**src/rtl/fuec_dec_result_stage_if.sv**
```systemverilog
// Handshake/bus bundle between the FUEC decoder side, the result stage and
// the downstream consumer. The master drives words in and accepts results;
// the slave is the result stage itself.
interface fuec_dec_result_stage_if #(
    parameter int DATA_W = 32,
    parameter int ADDR_W = 10,
    parameter int NF_W   = 6
);
    logic              in_valid;
    logic              in_ready;
    logic [ADDR_W-1:0] in_addr;
    logic [DATA_W-1:0] in_data;
    logic [DATA_W-1:0] in_pos_error;
    logic              out_valid;
    logic              out_ready;
    logic [ADDR_W-1:0] out_addr;
    logic [DATA_W-1:0] out_data;
    logic              out_err;
    logic [NF_W-1:0]   out_nflips;

    modport master (
        output in_valid, in_addr, in_data, in_pos_error, out_ready,
        input  in_ready, out_valid, out_addr, out_data, out_err, out_nflips
    );

    modport slave (
        input  in_valid, in_addr, in_data, in_pos_error, out_ready,
        output in_ready, out_valid, out_addr, out_data, out_err, out_nflips
    );
endinterface

```
**src/rtl/fuec_dec_result_stage.sv**
```systemverilog
// Registered result stage behind the 48/32 FUEC decoder: tags each corrected
// word with its address, counts its flipped bits, queues it in a 2-entry skid
// buffer and keeps saturating error statistics.
// Optional: define FUEC_ERR_LOG_EN to add a latest-error log (log_valid,
// log_addr, log_pos).
module fuec_dec_result_stage #(
    parameter int DATA_W = 32,
    parameter int ADDR_W = 10,
    parameter int CNT_W  = 16,
    parameter int NF_W   = 6
) (
    input  logic                 clk,
    input  logic                 rst,
    fuec_dec_result_stage_if.slave bus,
    input  logic                 clr_stats,
    output logic [CNT_W-1:0]     err_word_cnt,
    output logic [CNT_W-1:0]     err_bit_cnt,
    output logic                 stats_sat
`ifdef FUEC_ERR_LOG_EN
    ,
    output logic                 log_valid,
    output logic [ADDR_W-1:0]    log_addr,
    output logic [DATA_W-1:0]    log_pos
`endif
);
    // Sum width wide enough for counter plus a full-word popcount.
    localparam int SW = ((CNT_W > NF_W) ? CNT_W : NF_W) + 1;
    localparam logic [CNT_W-1:0] CNT_MAX = '1;

    logic [1:0]             cnt_q, cnt_d;
    logic                   head_q, tail_q;
    logic                   in_ready_q;
    logic [1:0][ADDR_W-1:0] addr_q;
    logic [1:0][DATA_W-1:0] data_q;
    logic [1:0]             err_q;
    logic [1:0][NF_W-1:0]   nf_q;
    logic [CNT_W-1:0]       word_cnt_q, word_cnt_d;
    logic [CNT_W-1:0]       bit_cnt_q, bit_cnt_d;
    logic                   sat_q;
    logic [NF_W-1:0]        popcnt;
    logic                   in_err;
    logic [SW-1:0]          bit_sum;
    logic                   push, pop;

    assign push = bus.in_valid & in_ready_q;
    assign pop  = bus.out_valid & bus.out_ready;
    assign in_err = |bus.in_pos_error;

    assign bus.in_ready   = in_ready_q;
    assign bus.out_valid  = (cnt_q != 2'd0);
    assign bus.out_addr   = addr_q[head_q];
    assign bus.out_data   = data_q[head_q];
    assign bus.out_err    = err_q[head_q];
    assign bus.out_nflips = nf_q[head_q];

    assign err_word_cnt = word_cnt_q;
    assign err_bit_cnt  = bit_cnt_q;
    assign stats_sat    = sat_q;

    // Popcount of the input correction mask, occupancy and saturating stats next-state.
    always_comb begin
        popcnt = '0;
        for (int i = 0; i < DATA_W; i++) popcnt = popcnt + NF_W'(bus.in_pos_error[i]);
        cnt_d = cnt_q;
        if (push && !pop)      cnt_d = cnt_q + 2'd1;
        else if (!push && pop) cnt_d = cnt_q - 2'd1;
        bit_sum    = SW'(bit_cnt_q) + SW'(popcnt);
        word_cnt_d = word_cnt_q;
        bit_cnt_d  = bit_cnt_q;
        if (push) begin
            if (in_err && word_cnt_q != CNT_MAX) word_cnt_d = word_cnt_q + 1'b1;
            bit_cnt_d = (bit_sum > SW'(CNT_MAX)) ? CNT_MAX : bit_sum[CNT_W-1:0];
        end
    end

    // Occupancy, ring pointers and registered in_ready (from next occupancy).
    always_ff @(posedge clk or posedge rst) begin
        if (rst) begin
            cnt_q      <= '0;
            head_q     <= 1'b0;
            tail_q     <= 1'b0;
            in_ready_q <= 1'b0;
        end else begin
            cnt_q      <= cnt_d;
            in_ready_q <= (cnt_d < 2'd2);
            if (push) tail_q <= ~tail_q;
            if (pop)  head_q <= ~head_q;
        end
    end

    // Entry storage written at the tail on accept; flags computed on the input side.
    always_ff @(posedge clk or posedge rst) begin
        if (rst) begin
            addr_q <= '0;
            data_q <= '0;
            err_q  <= '0;
            nf_q   <= '0;
        end else if (push) begin
            addr_q[tail_q] <= bus.in_addr;
            data_q[tail_q] <= bus.in_data;
            err_q[tail_q]  <= in_err;
            nf_q[tail_q]   <= popcnt;
        end
    end

    // Saturating statistics; a clear in the same cycle beats any accept.
    always_ff @(posedge clk or posedge rst) begin
        if (rst) begin
            word_cnt_q <= '0;
            bit_cnt_q  <= '0;
            sat_q      <= 1'b0;
        end else if (clr_stats) begin
            word_cnt_q <= '0;
            bit_cnt_q  <= '0;
            sat_q      <= 1'b0;
        end else begin
            word_cnt_q <= word_cnt_d;
            bit_cnt_q  <= bit_cnt_d;
            sat_q      <= sat_q | (word_cnt_d == CNT_MAX) | (bit_cnt_d == CNT_MAX);
        end
    end

`ifdef FUEC_ERR_LOG_EN
    logic              log_valid_q;
    logic [ADDR_W-1:0] log_addr_q;
    logic [DATA_W-1:0] log_pos_q;

    assign log_valid = log_valid_q;
    assign log_addr  = log_addr_q;
    assign log_pos   = log_pos_q;

    // Latest-error capture for scrubbing software; clear beats capture.
    always_ff @(posedge clk or posedge rst) begin
        if (rst) begin
            log_valid_q <= 1'b0;
            log_addr_q  <= '0;
            log_pos_q   <= '0;
        end else if (clr_stats) begin
            log_valid_q <= 1'b0;
            log_addr_q  <= '0;
            log_pos_q   <= '0;
        end else if (push && in_err) begin
            log_valid_q <= 1'b1;
            log_addr_q  <= bus.in_addr;
            log_pos_q   <= bus.in_pos_error;
        end
    end
`endif
endmodule

```
**src/flat_wrapper.sv**
```systemverilog
// flat-port wrapper written by rule: the top's interface ports become plain ports
module fuec_dec_result_stage_flat 
#(
    parameter int DATA_W = 32,
    parameter int ADDR_W = 10,
    parameter int CNT_W  = 16,
    parameter int NF_W   = 6
)
  (clk, rst, clr_stats, err_word_cnt, err_bit_cnt, stats_sat, bus_in_valid, bus_in_addr, bus_in_data, bus_in_pos_error, bus_out_ready, bus_in_ready, bus_out_valid, bus_out_addr, bus_out_data, bus_out_err, bus_out_nflips);
  fuec_dec_result_stage_if #(.DATA_W(DATA_W), .ADDR_W(ADDR_W), .NF_W(NF_W)) bus_i ();
  input  logic clk;
  input  logic rst;
  input  logic clr_stats;
  output logic [CNT_W-1:0] err_word_cnt;
  output logic [CNT_W-1:0] err_bit_cnt;
  output logic stats_sat;
  input wire logic [$bits(bus_i.in_valid)-1:0] bus_in_valid;
  input wire logic [$bits(bus_i.in_addr)-1:0] bus_in_addr;
  input wire logic [$bits(bus_i.in_data)-1:0] bus_in_data;
  input wire logic [$bits(bus_i.in_pos_error)-1:0] bus_in_pos_error;
  input wire logic [$bits(bus_i.out_ready)-1:0] bus_out_ready;
  output wire logic [$bits(bus_i.in_ready)-1:0] bus_in_ready;
  output wire logic [$bits(bus_i.out_valid)-1:0] bus_out_valid;
  output wire logic [$bits(bus_i.out_addr)-1:0] bus_out_addr;
  output wire logic [$bits(bus_i.out_data)-1:0] bus_out_data;
  output wire logic [$bits(bus_i.out_err)-1:0] bus_out_err;
  output wire logic [$bits(bus_i.out_nflips)-1:0] bus_out_nflips;
  assign bus_i.in_valid = bus_in_valid;
  assign bus_i.in_addr = bus_in_addr;
  assign bus_i.in_data = bus_in_data;
  assign bus_i.in_pos_error = bus_in_pos_error;
  assign bus_i.out_ready = bus_out_ready;
  assign bus_in_ready = bus_i.in_ready;
  assign bus_out_valid = bus_i.out_valid;
  assign bus_out_addr = bus_i.out_addr;
  assign bus_out_data = bus_i.out_data;
  assign bus_out_err = bus_i.out_err;
  assign bus_out_nflips = bus_i.out_nflips;
  fuec_dec_result_stage #(.DATA_W(DATA_W), .ADDR_W(ADDR_W), .CNT_W(CNT_W), .NF_W(NF_W)) u_core (.clk(clk), .rst(rst), .bus(bus_i), .clr_stats(clr_stats), .err_word_cnt(err_word_cnt), .err_bit_cnt(err_bit_cnt), .stats_sat(stats_sat));
endmodule
```
**config.mk**
```make
export PLATFORM = sky130hd
export DESIGN_NAME = fuec_dec_result_stage_flat
export DESIGN_NICKNAME = d
export VERILOG_FILES = /design/src/rtl/fuec_dec_result_stage_if.sv /design/src/rtl/fuec_dec_result_stage.sv /design/src/flat_wrapper.sv
export SDC_FILE = /design/constraint.sdc
export NUM_CORES = 1
export LEC_CHECK = 0
export BUFFER_PORTS_ARGS = -buffer_cell sky130_fd_sc_hd__buf_4
export CAP_MARGIN = 40
export CORE_AREA = 5 5 119 121
export DETAILED_ROUTE_END_ITERATION = 16
export DIE_AREA = 0 0 124 126
export GPL_TIMING_DRIVEN = 1
export PLACE_DENSITY = 0.88
export SKIP_CTS_REPAIR_TIMING = 1
export SYNTH_ARGS = -nofsm -noshare
export SYNTH_HDL_FRONTEND = slang
export SYNTH_SLANG_ARGS = --single-unit
```
**constraint.sdc**
```tcl
create_clock -name clk -period 6.71 [get_ports clk]
set_input_delay 0.671 -clock clk [delete_from_list [all_inputs] [get_ports clk]]
set_output_delay 0.671 -clock clk [all_outputs]
set_load 0.02 [all_outputs]
```
==> After elaboration in Yosys (flattened, before gate mapping) <==
Index checks and enable logic that the tools add are counted.
{ "totals": {"inputBits": 79, "register_bits": 136, "elab_cells": 100} }
{ "classes": {"n_eq_ne": 3, "bitwise": 6, "mux": 29, "magnitude_cmp": 5, "reduce_logical": 8, "n_addsub": 35} }
{ "op_table": {"columns": ["operator", "n"], "rows": [
  ["$add A6 B1 Y6", 30],
  ["$mux W16", 6],
  ["$mux W32", 3],
  ["$bwmux W64", 1],
  ["$demux W32 S1", 1],
  ["$eq A16 B16 Y1 const B", 2],
  ["$reduce_or A32 Y1", 1],
  ["$mux W10", 3],
  ["$bwmux W20", 1],
  ["$mux W6", 3],
  ["$add A16 B6 Y17", 1],
  ["$gt A17 B16 Y1 const B", 1],
  ["$add A16 B1 Y16 const B", 1],
  ["$ne A16 B16 Y1 const B", 1],
  ["$bwmux W12", 1],
  ["$demux W10 S1", 1],
  ["$demux W6 S1", 1],
  ["$logic_and A1 B1 Y1", 4],
  ["$lt A1 B2 Y1 const B", 2],
  ["$mux W1", 4],
  ["$mux W2", 2],
  ["$add A1 B1 Y2", 1],
  ["$add A2 B1 Y2 const B", 1],
  ["$and A1 B1 Y1", 2],
  ["9 further kinds", 12]
]} }

==> Logic depth before layout (Yosys ltp) <==
Gate-level depths: netlist of run 1.
{ "logic_depth": {"word_depth": 38, "ltp_mapped": 27} }

==> Worst setup path before layout of run 1 <==
OpenSTA, ideal clock, no wires.
{ "synth_timing": {"path_type": "in2reg", "startpoint": "in bus_in_pos_error[0]", "endpoint": "reg u_core.sat_q (netlist: u_core.stats_sat)", "path_stages": 24, "setup_slack_ps": -46, "t_arrival_ps": 6679, "required_ps": 6634, "cell_sequence": "inv_1 > ha_1 > inv_1 > fa_1 > fa_1 > fa_1 > fa_1 > fa_1 > fa_1 > fa_1 > fa_1 > inv_1 > a21o_1 > a21oi_1 > xor2_1 > inv_1 > ha_1 > and3_1 > nand3_1 > a21o_1 > or3b_1 > a32oi_1 > a41oi_1 > o21ai_1"} }
{ "synth_via": {"elab_chain_cells": 38, "word_cells_on_any_way": 44} }
{ "synth_rtl": {"columns": ["element", "line", "source"], "rows": [
  ["from (decl)", "flat_wrapper.sv:20", "input wire logic [$bits(bus_i.in_pos_error)-1:0] bus_in_pos_error;"],
  ["$add A1 B1 Y2 (*)", "fuec_dec_result_stage.sv:63", "for (int i = 0; i < DATA_W; i++) popcnt = popcnt + NF_W'(bus.in_pos_error[i]);"],
  ["$add A6 B1 Y6 (*) (30 in a row)", "fuec_dec_result_stage.sv:63", null],
  ["via u_core.popcnt[4]", "fuec_dec_result_stage.sv:40", "logic [NF_W-1:0] popcnt;"],
  ["$add A16 B6 Y17 (*)", "fuec_dec_result_stage.sv:67", "bit_sum = SW'(bit_cnt_q) + SW'(popcnt);"],
  ["$gt A17 B16 Y1", "fuec_dec_result_stage.sv:72", "bit_cnt_d = (bit_sum > SW'(CNT_MAX)) ? CNT_MAX : bit_sum[CNT_W-1:0];"],
  ["$mux W16 (*)", "fuec_dec_result_stage.sv:72", null],
  ["$mux W16 (*)", "fuec_dec_result_stage.sv:70", "if (push) begin"],
  ["$eq A16 B16 Y1 (*)", "fuec_dec_result_stage.sv:119", "sat_q <= sat_q | (word_cnt_d == CNT_MAX) | (bit_cnt_d == CNT_MAX);"],
  ["$or A1 B1 Y1 (*)", "fuec_dec_result_stage.sv:119", null],
  ["$mux W1 (*)", "fuec_dec_result_stage.sv:112", "end else if (clr_stats) begin"],
  ["to (signal assigned)", "fuec_dec_result_stage.sv:119", null],
  ["to (decl)", "fuec_dec_result_stage.sv:39", "logic sat_q;"]
]} }
Mark *: on every way through the listed nets, which the timed path passes. The rest lies on a longest branch.
A chain may end at the register's enable or synchronous reset.

==> Worst setup path after layout of run 1 <==
Ends and elaborated chain as after synthesis.

==> key figures, run 1 <==
Status
  • Status: complete, no violations

GRT
  • First-pass GRT wire length: 30600 um
  • Overflow after GRT: 0
  • Largest net degree at the start of global routing: 71
  • Vias in the first global route: 6185
  • Initial antenna violation count: 0
  • Total Routing Usage GR: 24.7%

Logic synthesis
  • Post-synth top cells: dfrtp_1, mux2_2, inv_1
  • Syn Inst Count: 669
  • Area contributors post-synth: dfrtp_1, mux2_2, fa_1, ha_1, inv_1
  • Synth top area share: 44.7%
  • Synth cell types: 64
  • Post-synth ARST share: 100%
  • Post-synth top area cell: dfrtp_1
  • Syn_nets: 794
  • Count leader, synth: dfrtp_1
  • Ys flop type: dfrtp_1
  • Post-synthesis sequential area ratio: 44.7%
  • Mapped cell area: 0.00761 mm^2
  • YS warnings: 0
  • Post-synth EDFFs: 0
  • Mean area per synthesized cell: 11.4 um^2
  • Number of synthesized register bits: 136

Placed design
  • Dpl cell area: 0.00918 mm^2
  • I/O Buffers: 162
  • Routability Congestion: 0.887
  • Placed cell count: 1010
  • DP HPWL: 12900 um
  • Place WS: -0.496 ns

Power and ir drop
  • Power Dens Cells: 639 mW/mm^2
  • Final Total Pwr: 6.38 mW
  • P_leak: 4.70 nW
  • VDD IR-drop max: 693 uV

STA
  • Least-Margin Pin Slew: 0.829 ns
  • Slew HR: 44.7%
  • Fin crit period: 6.70 ns
  • RSZ-0062 raised after global routing: yes
  • PnR worst setup slack: 0.00654 ns
  • Final Hold Fails: 0
  • Setup TNS: 0 ns
  • Final Setup Violations: 0
  • Highest Clock Rate: 149 MHz
  • Slew Limit Fails: 0
  • Max Clock Skew: 0.00737 ns
  • Period utilization: 99.9%

CTS
  • CTS buffer count: 17
  • CTS tree: yes
  • Sinks on Clock Net: 136
  • Clock-pin slew on the worst setup and hold paths: 0.06 ns
  • Root Buffer: clkbuf_16
  • Clk_lat worst skew: 0.43 ns
  • Clk buf depth: 2
  • H-tree depth: 4

Final layout
  • Fin area: 0.00998 mm^2
  • Ant diodes: 0
  • Final nets: 987
  • Cell Count, Final, Fillers Out: 1051
  • Share of cells above drive strength 1: 46.3%
  • Layout area overhead: 31.2%

Drt
  • DRC Markers: 0
  • Pre-antenna DRT Iters: 5
  • WL final: 19100 um
  • Routed via count: 5907
  • Wire per inst: 18.2 um
  • Vias per cell: 5.62
  • DRT iter0 DRCs: 477
  • DRT antenna net count: 0

Setup path
  • Slowest-stage cell, CP: fa_2
  • Setup CP Type: primary input to flop
  • Worst EP arrival: 7.05 ns
  • CP max FO: 5
  • CP Capture Type: flop
  • CP Launch Type: primary input
  • Worst EP required: 7.06 ns
  • Largest stage delay on the critical path: 0.55 ns
  • Crit path top cell by count: fa_1
  • Worst path bufs/invs: 6
  • Delay-heaviest family, CP: adder cells

Die
  • IO Pins: 163
  • Starting Density: 58.6%
  • Die height: 126 um
  • Core Footprint: 0.0130 mm^2
  • Die X: 124 um
  • Die area: 0.0156 mm^2
  • FP Rows: 42

Run
  • Max-cap violations: 0

Min path
  • Type of the most critical hold path: primary input to asynchronous set/reset pin
layer usage:
metal	GRT usage (%)	share of wire, %	vias to the layer above
met2	41.8	51	231
met3	5.83	7.3	28
met5	0	0	-
met1	31.4	40	2930
met4	7.54	1.6	0
li1	-	-	2718
power breakdown:
group / internal [mW] / total [mW] / switching [mW]
combinational: 2.04 / 4.05 / 2.01
sequential: 1.16 / 1.36 / 0.206
clock: 0.595 / 0.962 / 0.367
placed cells by master (no fill, tap or decap), types with 9 or more instances in the layout:
cell type,Yosys,routed
xnor2_1,10,9
ha_1,21,18
buf_4,2,200
clkbuf_16,0,17
dfrtp_1,136,135
fa_1,25,22
a21oi_1,15,13
o21ai_0,21,20
xor2_1,14,13
nand2_1,45,44
mux2_2,133,133
inv_1,64,57
nand4_1,12,12
nor2_1,35,35
nand3_1,10,9
sequential cells by signal, summed over array words and instances (netlist names):
register / count
u_core.bus.in_ready: 1
u_core.addr_q: 20
u_core.err_q: 2
u_core.data_q: 64
u_core.tail_q: 1
u_core.err_bit_cnt: 16
u_core.head_q: 1
u_core.cnt_q: 2
u_core.stats_sat: 1
u_core.err_word_cnt: 16
u_core.nf_q: 12
layout make-up:
cell class,count,area [um^2]
clock inverters,14,171
fillers,790,3000
well taps,176,220
repair buffers,203,1550
multi-input cells,439,3940
flip-flops and latches,136,3400
clock buffers,18,439
inverters,65,251
cell families after synthesis:
kind of cell | after synthesis | synth area share, %
AOI/OAI and AO/OA | 79 | 7.14
buffers and inverters | 94 | 4.95
muxes | 133 | 19.7
DFF | 136 | 44.7
adders and majority gates | 46 | 10.0
and+or+nand+nor | 157 | 10.7
xor gates and xnor gates | 24 | 2.76
per-stage QoR:
step / util (%) / hold WS (ns)
after floorplan: - / 0.444
after global placement: 70.6 / 0.457
after detailed placement: 70.8 / 0.465
after CTS: 75.5 / 0.434
after global routing: 76.9 / 0.477
final: 76.9 / 0.418
final timing paths:
kind	end	from	slack (ns)	depth (start not counted)
hold / removal	u_core.data_q[5]	rst	0.42	2
min in group clk	u_core.nf_q[9]	u_core.nf_q[9]	0.48	2
max in group asynchronous	u_core.data_q[53]	rst	4.96	3
hold reg to reg	u_core.nf_q[9]	u_core.nf_q[9]	0.48	2
setup reg to reg	u_core.stats_sat	u_core.err_bit_cnt[0]	3.93	10
setup / recovery	u_core.stats_sat	bus_in_pos_error[0]	0.007	25
Note: power is estimated with default switching activity, not from simulation.
==> run 2: changes to the inputs <==
--- a/config.mk
+++ b/config.mk
@@ -7,11 +7,14 @@
 export LEC_CHECK = 0
 export BUFFER_PORTS_ARGS = -buffer_cell sky130_fd_sc_hd__buf_4
 export CAP_MARGIN = 40
-export CORE_AREA = 5 5 119 121
+export CELL_PAD_IN_SITES_DETAIL_PLACEMENT = 1
+export CELL_PAD_IN_SITES_GLOBAL_PLACEMENT = 2
+export CORE_AREA = 2 2 145 147
 export DETAILED_ROUTE_END_ITERATION = 16
-export DIE_AREA = 0 0 124 126
+export DIE_AREA = 0 0 147 149
 export GPL_TIMING_DRIVEN = 1
-export PLACE_DENSITY = 0.88
+export PLACE_DENSITY = 0.86
+export RECOVER_POWER = 25
 export SKIP_CTS_REPAIR_TIMING = 1
 export SYNTH_ARGS = -nofsm -noshare
 export SYNTH_HDL_FRONTEND = slang
==> run 2 against run 1 <==
- the flow now finishes with violations (capacitance limit, slew limit)
- sequential share of layout area fell by 0.38 points
- power down 3.2%
- sequential cell count unchanged
- clock power is 3.1% lower
- design area grew 1.1%
- utilization fell by 28 points
- critical path type unchanged
- critical endpoint unchanged
- largest cell class unchanged
==> key figures, run 2 (synthesized netlist as in run 1, its figures left out) <==
Status
  • Status: finished, violations left (was complete, no violations)
  • Failing checks: capacitance limit, slew limit

Drt
  • WL final: 19500 um (was 19100 um)
  • DRT antenna net count: 0 (unchanged)
  • Vias per cell: 5.01 (was 5.62)
  • Wire per inst: 16.9 um (was 18.2 um)
  • Routed via count: 5767 (was 5907)
  • DRC Markers: 0 (unchanged)
  • Pre-antenna DRT Iters: 4 (was 5)
  • DRT iter0 DRCs: 144 (was 477)

STA
  • Setup TNS: 0 ns (unchanged)
  • Max Clock Skew: 0.0113 ns (was 0.00737 ns)
  • Min Hold Slack: 0.474 ns (was 0.418 ns)
  • PnR worst setup slack: 0.0740 ns (was 0.00654 ns)
  • RSZ-0062 raised after global routing: yes (unchanged)
  • Final Setup Violations: 0 (unchanged)
  • Final Hold Fails: 0 (unchanged)
  • Slew HR: -89.6% (was 44.7%)
  • Slew Limit Fails: 128 (was 0)
  • Highest Clock Rate: 151 MHz (was 149 MHz)
  • Fin crit period: 6.64 ns (was 6.70 ns)
  • Period utilization: 98.9% (was 99.9%)
  • Least-Margin Pin Slew: 2.84 ns (was 0.829 ns)

Setup path
  • CP max FO: 6 (was 5)
  • Worst EP required: 7.06 ns (about the same)
  • Setup CP Type: primary input to flop (unchanged)
  • CP Launch Type: primary input (unchanged)
  • Worst path bufs/invs: 5 (was 6)
  • Worst r2r src: u_core.err_word_cnt[0] (was u_core.err_bit_cnt[0])
  • R2R Setup Slk: 4.13 ns (was 3.93 ns)
  • Largest stage delay on the critical path: 0.52 ns (was 0.55 ns)
  • R2r endpoint: u_core.stats_sat (unchanged)
  • CP Capture Type: flop (unchanged)
  • Crit path top cell by count: fa_1 (unchanged)
  • Delay-heaviest family, CP: adder cells (unchanged)
  • Slowest-stage cell, CP: fa_1 (was fa_2)
  • Worst EP arrival: 6.99 ns (was 7.05 ns)
  • R2R depth: 8 (was 10)

Final layout
  • Ant diodes: 0 (unchanged)
  • Largest Register: u_core.data_q (unchanged)
  • Commonest non-fill, non-tap cell in the layout: buf_4 (unchanged)
  • Max FFs per register: 64 (unchanged)
  • Biggest regs: u_core.data_q: 64 flops, u_core.addr_q: 20 flops (unchanged)
  • Share of cells above drive strength 1: 46.3% (unchanged)
  • Most frequent cells in the layout: buf_4, dfrtp_1, mux2_2, inv_1, nand2_1 (unchanged)
  • Final nets: 987 (unchanged)
  • Fillers: 2233 (was 790)
  • Layout area overhead: 32.7% (was 31.2%)
  • Cell Count, Final, Fillers Out: 1150 (was 1051)

Placed design
  • Place WS: -0.568 ns (was -0.496 ns)
  • Placed cell count: 1111 (was 1010)
  • I/O Buffers: 162 (unchanged)
  • Routability Congestion: 0.776 (was 0.887)
  • DP HPWL: 13700 um (was 12900 um)

GRT
  • Overflow after GRT: 0 (unchanged)
  • Initial antenna violation count: 0 (unchanged)
  • First-pass GRT wire length: 31800 um (was 30600 um)
  • Vias in the first global route: 6286 (was 6185)
  • Largest net degree at the start of global routing: 65 (was 71)
  • Total Routing Usage GR: 18.2% (was 24.7%)

Die
  • Die X: 147 um (was 124 um)
  • Starting Density: 37.0% (was 58.6%)
  • IO Pins: 163 (unchanged)
  • Die area: 0.0219 mm^2 (was 0.0156 mm^2)
  • Die height: 149 um (was 126 um)
  • FP Rows: 53 (was 42)
  • Core Footprint: 0.0206 mm^2 (was 0.0130 mm^2)

CTS
  • Sinks on Clock Net: 136 (unchanged)
  • H-tree depth: 4 (unchanged)
  • CTS buffer count: 17 (unchanged)
  • Clk_lat worst skew: 0.42 ns (was 0.43 ns)
  • CTS tree: yes (unchanged)
  • Root Buffer: clkbuf_16 (unchanged)
  • Clock-pin slew on the worst setup and hold paths: 0.07 ns (was 0.06 ns)
  • Clk buf depth: 2 (unchanged)

Power and ir drop
  • Power Dens Cells: 611 mW/mm^2 (was 639 mW/mm^2)
  • VDD IR-drop max: 366 uV (was 693 uV)
  • P_leak: 4.68 nW (was 4.70 nW)
  • Final Total Pwr: 6.17 mW (was 6.38 mW)

Min path
  • Hold path depth: 2
  • Type of the most critical hold path: flop to flop (was primary input to asynchronous set/reset pin)
  • Hold path endpoint: u_core.err_q[1]
  • Hold_sp: u_core.err_q[1]

Run
  • Max-cap violations: 2 (was 0)
## run 2: layout make-up
| type | instances | area, um^2 | share of cell area (%) |
|---|---|---|---|
| flip-flops and latches | 136 | 3400 | 33.7 |
| inverters | 65 | 250 | 2.48 |
| multi-input cells | 439 | 3980 | 39.4 |
| well taps | 275 | 344 | 3.41 |
| clock inverters | 15 | 155 | 1.54 |
| clock buffers | 17 | 425 | 4.22 |
| repair buffers | 203 | 1540 | 15.2 |
## run 2: metrics by stage
| stage | utilization, % | cell area, um^2 |
|---|---|---|
| 5_1_grt | 49.1 | 10100 |
| 6_report | 49.1 | 10100 |
| 2_1_floorplan | - | 7620 |
| 3_3_place_gp | 45.3 | 9310 |
| 4_1_cts | 48.2 | 9910 |
| 3_5_place_dp | 45.4 | 9330 |
## run 2: per-layer routing
metal  GRT usage (%)  share of wire (%)  up-vias
met1            21.9                 44     2905
met3            3.61                3.5       17
li1                -                  -     2713
met5               0                  0        -
met2            33.9                 52      132
met4            4.18               0.93        0
## run 2: report_power, final
group / switching [mW] / internal (mW)
clock: 0.406 / 0.525
combinational: 1.90 / 2.01
sequential: 0.173 / 1.16
total: 2.48 / 3.69
## run 2: worst max-delay path by stage
stage                         from                to  cells after the start
2_1_floorplan  bus_in_pos_error[0]  u_core.stats_sat                     24
3_3_place_gp   bus_in_pos_error[0]  u_core.stats_sat                     24
3_5_place_dp   bus_in_pos_error[0]  u_core.stats_sat                     24
4_1_cts        bus_in_pos_error[0]  u_core.stats_sat                     24
5_1_grt        bus_in_pos_error[0]  u_core.stats_sat                     25
6_report       bus_in_pos_error[1]  u_core.stats_sat                     25
## run 2: worst reg2reg max path: stages (launching register included)
cell and delay (ns):
dfrtp_1 0.43, ha_1 0.37, nand4_1 0.21, or4_4 0.60
o211a_2 0.28, nand4_1 0.15, xor2_1 0.21, nand4b_1 0.15
o21ai_1 0.06
==> run 3: changes to the inputs <==
--- a/config.mk
+++ b/config.mk
@@ -13,8 +13,8 @@
 export DETAILED_ROUTE_END_ITERATION = 16
 export DIE_AREA = 0 0 147 149
 export GPL_TIMING_DRIVEN = 1
+export MAX_ROUTING_LAYER = met4
 export PLACE_DENSITY = 0.86
-export RECOVER_POWER = 25
 export SKIP_CTS_REPAIR_TIMING = 1
 export SYNTH_ARGS = -nofsm -noshare
 export SYNTH_HDL_FRONTEND = slang
==> run 3 against run 2 <==
- the flow now finishes without violations
- power about the same
- count of clock-buffer cells in the layout unchanged
- non-clock buffer count unchanged
- die area unchanged
- final cell count unchanged
- setup slack improved by 0.0019 ns
- sequential power about the same
- combinational power about the same
- utilization increased by 0.12 points
- largest cell class unchanged
- largest power group unchanged
- highest routed layer unchanged
==> key figures, run 3 (synthesized netlist as in run 1, its figures left out) <==
Setup path
  • R2R depth: 10 (was 8)
  • Delay-heaviest family, CP: adder cells (unchanged)
  • R2R Setup Slk: 4.15 ns (was 4.13 ns)
  • Crit path top cell by count: fa_1 (unchanged)
  • Worst EP arrival: 6.99 ns (about the same)
  • Slowest-stage cell, CP: fa_1 (unchanged)
  • Largest stage delay on the critical path: 0.52 ns (about the same)
  • Worst path bufs/invs: 5 (unchanged)
  • R2r endpoint: u_core.stats_sat (unchanged)
  • Worst r2r src: u_core.err_bit_cnt[0] (was u_core.err_word_cnt[0])
  • CP Launch Type: primary input (unchanged)
  • Worst EP required: 7.06 ns (about the same)
  • Setup CP Type: primary input to flop (unchanged)
  • CP Capture Type: flop (unchanged)
  • CP max FO: 6 (unchanged)

Placed design
  • Place WS: -0.568 ns (unchanged)
  • Placed cell count: 1111 (unchanged)
  • DP HPWL: 13700 um (unchanged)
  • I/O Buffers: 162 (unchanged)
  • Routability Congestion: 0.787 (was 0.776)

Die
  • Core Footprint: 0.0206 mm^2 (unchanged)
  • Die area: 0.0219 mm^2 (unchanged)
  • Die X: 147 um (unchanged)
  • Die height: 149 um (unchanged)
  • Starting Density: 37.0% (unchanged)
  • IO Pins: 163 (unchanged)
  • FP Rows: 53 (unchanged)

CTS
  • Root Buffer: clkbuf_16 (unchanged)
  • H-tree depth: 4 (unchanged)
  • Sinks on Clock Net: 136 (unchanged)
  • Clock-pin slew on the worst setup and hold paths: 0.07 ns (about the same)
  • Clk buf depth: 2 (unchanged)
  • CTS tree: yes (unchanged)
  • CTS buffer count: 17 (unchanged)
  • Clk_lat worst skew: 0.42 ns (about the same)

STA
  • Fin crit period: 6.63 ns (was 6.64 ns)
  • PnR worst setup slack: 0.0759 ns (was 0.0740 ns)
  • Slew Limit Fails: 0 (was 128)
  • Final Hold Fails: 0 (unchanged)
  • Final Setup Violations: 0 (unchanged)
  • RSZ-0062 raised after global routing: yes (unchanged)
  • Highest Clock Rate: 151 MHz (about the same)
  • Slew HR: 52.2% (was -89.6%)
  • Least-Margin Pin Slew: 0.717 ns (was 2.84 ns)
  • Period utilization: 98.9% (about the same)
  • Max Clock Skew: 0.00780 ns (was 0.0113 ns)

Run
  • Max-cap violations: 0 (was 2)

GRT
  • Total Routing Usage GR: 18.8% (was 18.2%)
  • First-pass GRT wire length: 31800 um (about the same)
  • Overflow after GRT: 0 (unchanged)
  • Initial antenna violation count: 0 (unchanged)
  • Vias in the first global route: 6275 (was 6286)
  • Largest net degree at the start of global routing: 65 (unchanged)

Final layout
  • Commonest non-fill, non-tap cell in the layout: buf_4 (unchanged)
  • Final nets: 987 (unchanged)
  • Ant diodes: 0 (unchanged)
  • Cell Count, Final, Fillers Out: 1150 (unchanged)
  • Layout area overhead: 33.0% (was 32.7%)
  • Post-layout util: 49.2% (was 49.1%)
  • Biggest regs: u_core.data_q: 64 flops, u_core.addr_q: 20 flops (unchanged)
  • Max FFs per register: 64 (unchanged)
  • Most frequent cells in the layout: buf_4, dfrtp_1, mux2_2, inv_1, nand2_1 (unchanged)
  • Largest Register: u_core.data_q (unchanged)
  • Share of cells above drive strength 1: 46.5% (was 46.3%)

Power and ir drop
  • VDD IR-drop max: 365 uV (was 366 uV)
  • P_leak: 4.70 nW (was 4.68 nW)
  • Power Dens Cells: 610 mW/mm^2 (was 611 mW/mm^2)

Status
  • Status: complete, no violations (was finished, violations left)

Drt
  • Routed via count: 5758 (was 5767)
  • Top sig layer: met4 (unchanged)
  • DRC Markers: 0 (unchanged)
  • Wire per inst: 16.9 um (about the same)
  • WL met3: 690 um (was 689 um)
  • DRT antenna net count: 0 (unchanged)
  • WL final: 19500 um (about the same)
  • DR WL met2: 10100 um (about the same)
  • DRT iter0 DRCs: 144 (unchanged)
  • Wire length on met1: 8520 um (was 8510 um)
  • Pre-antenna DRT Iters: 4 (unchanged)
  • Vias per cell: 5.01 (about the same)

Min path
  • Type of the most critical hold path: primary input to asynchronous set/reset pin (was flop to flop)
## run 3: cell count changes in the layout (fill, tap and decap cells not counted)
cell / previous run / this run
clkdlybuf4s25_1: 1 / 0
clkbuf_4: 1 / 0
buf_16: 0 / 1
clkbuf_1: 1 / 0
clkinvlp_2: 1 / 0
buf_4: 198 / 200
inv_6: 7 / 8
## run 3: power by group
group	switching (mW)	total, mW	leakage [nW]	internal (mW)
logic	1.90	3.91	2.74	2.01
clock network	0.405	0.931	0.274	0.525
registers	0.173	1.33	1.68	1.16
## run 3: layer usage
metal | GRT usage [%] | vias to the layer above
li1 | - | 2711
met1 | 22.1 | 2900
met2 | 33.8 | 130
met3 | 3.49 | 17
met4 | 4.18 | 0
met5 | - | -
## run 3: worst max-delay path by stage
stage / startpoint / end / slack (ns) / cells after the start
3_3_place_gp: bus_in_pos_error[0] / u_core.stats_sat / -0.34 / 24
3_5_place_dp: bus_in_pos_error[0] / u_core.stats_sat / -0.57 / 24
6_report: bus_in_pos_error[1] / u_core.stats_sat / 0.08 / 25
2_1_floorplan: bus_in_pos_error[0] / u_core.stats_sat / 0.003 / 24
5_1_grt: bus_in_pos_error[0] / u_core.stats_sat / -0.10 / 25
4_1_cts: bus_in_pos_error[0] / u_core.stats_sat / -0.14 / 24
## run 3: metrics by stage
stage	cell area [um^2]	power [mW]	hold WS, ns	TNS (ns)
after floorplan	7620	3.55	0.444	0
after global placement	9310	4.89	0.457	-0.591
after detailed placement	9330	4.99	0.467	-1.74
after CTS	9910	5.99	0.339	-0.136
after global routing	10100	6.67	0.368	-0.100
final	10100	6.17	0.323	0
## run 3: worst register-to-register path, cell delays in order (launching register included)
cell,delay [ns]
dfrtp_1,0.40
ha_1,0.19
inv_1,0.06
fa_1,0.39
and3b_1,0.29
o2111ai_4,0.16
a21o_1,0.26
buf_4,0.16
a2111oi_2,0.33
a41oi_2,0.17
o21ai_1,0.09
## run 3: area by class of cell
class,count,area [um^2]
fill,2230,10400
multi-input combinational,439,3980
sequential,136,3400
timing repair buffer,203,1560
clock buffer,17,425
tap,275,344
inverter,65,254
clock inverter,15,155
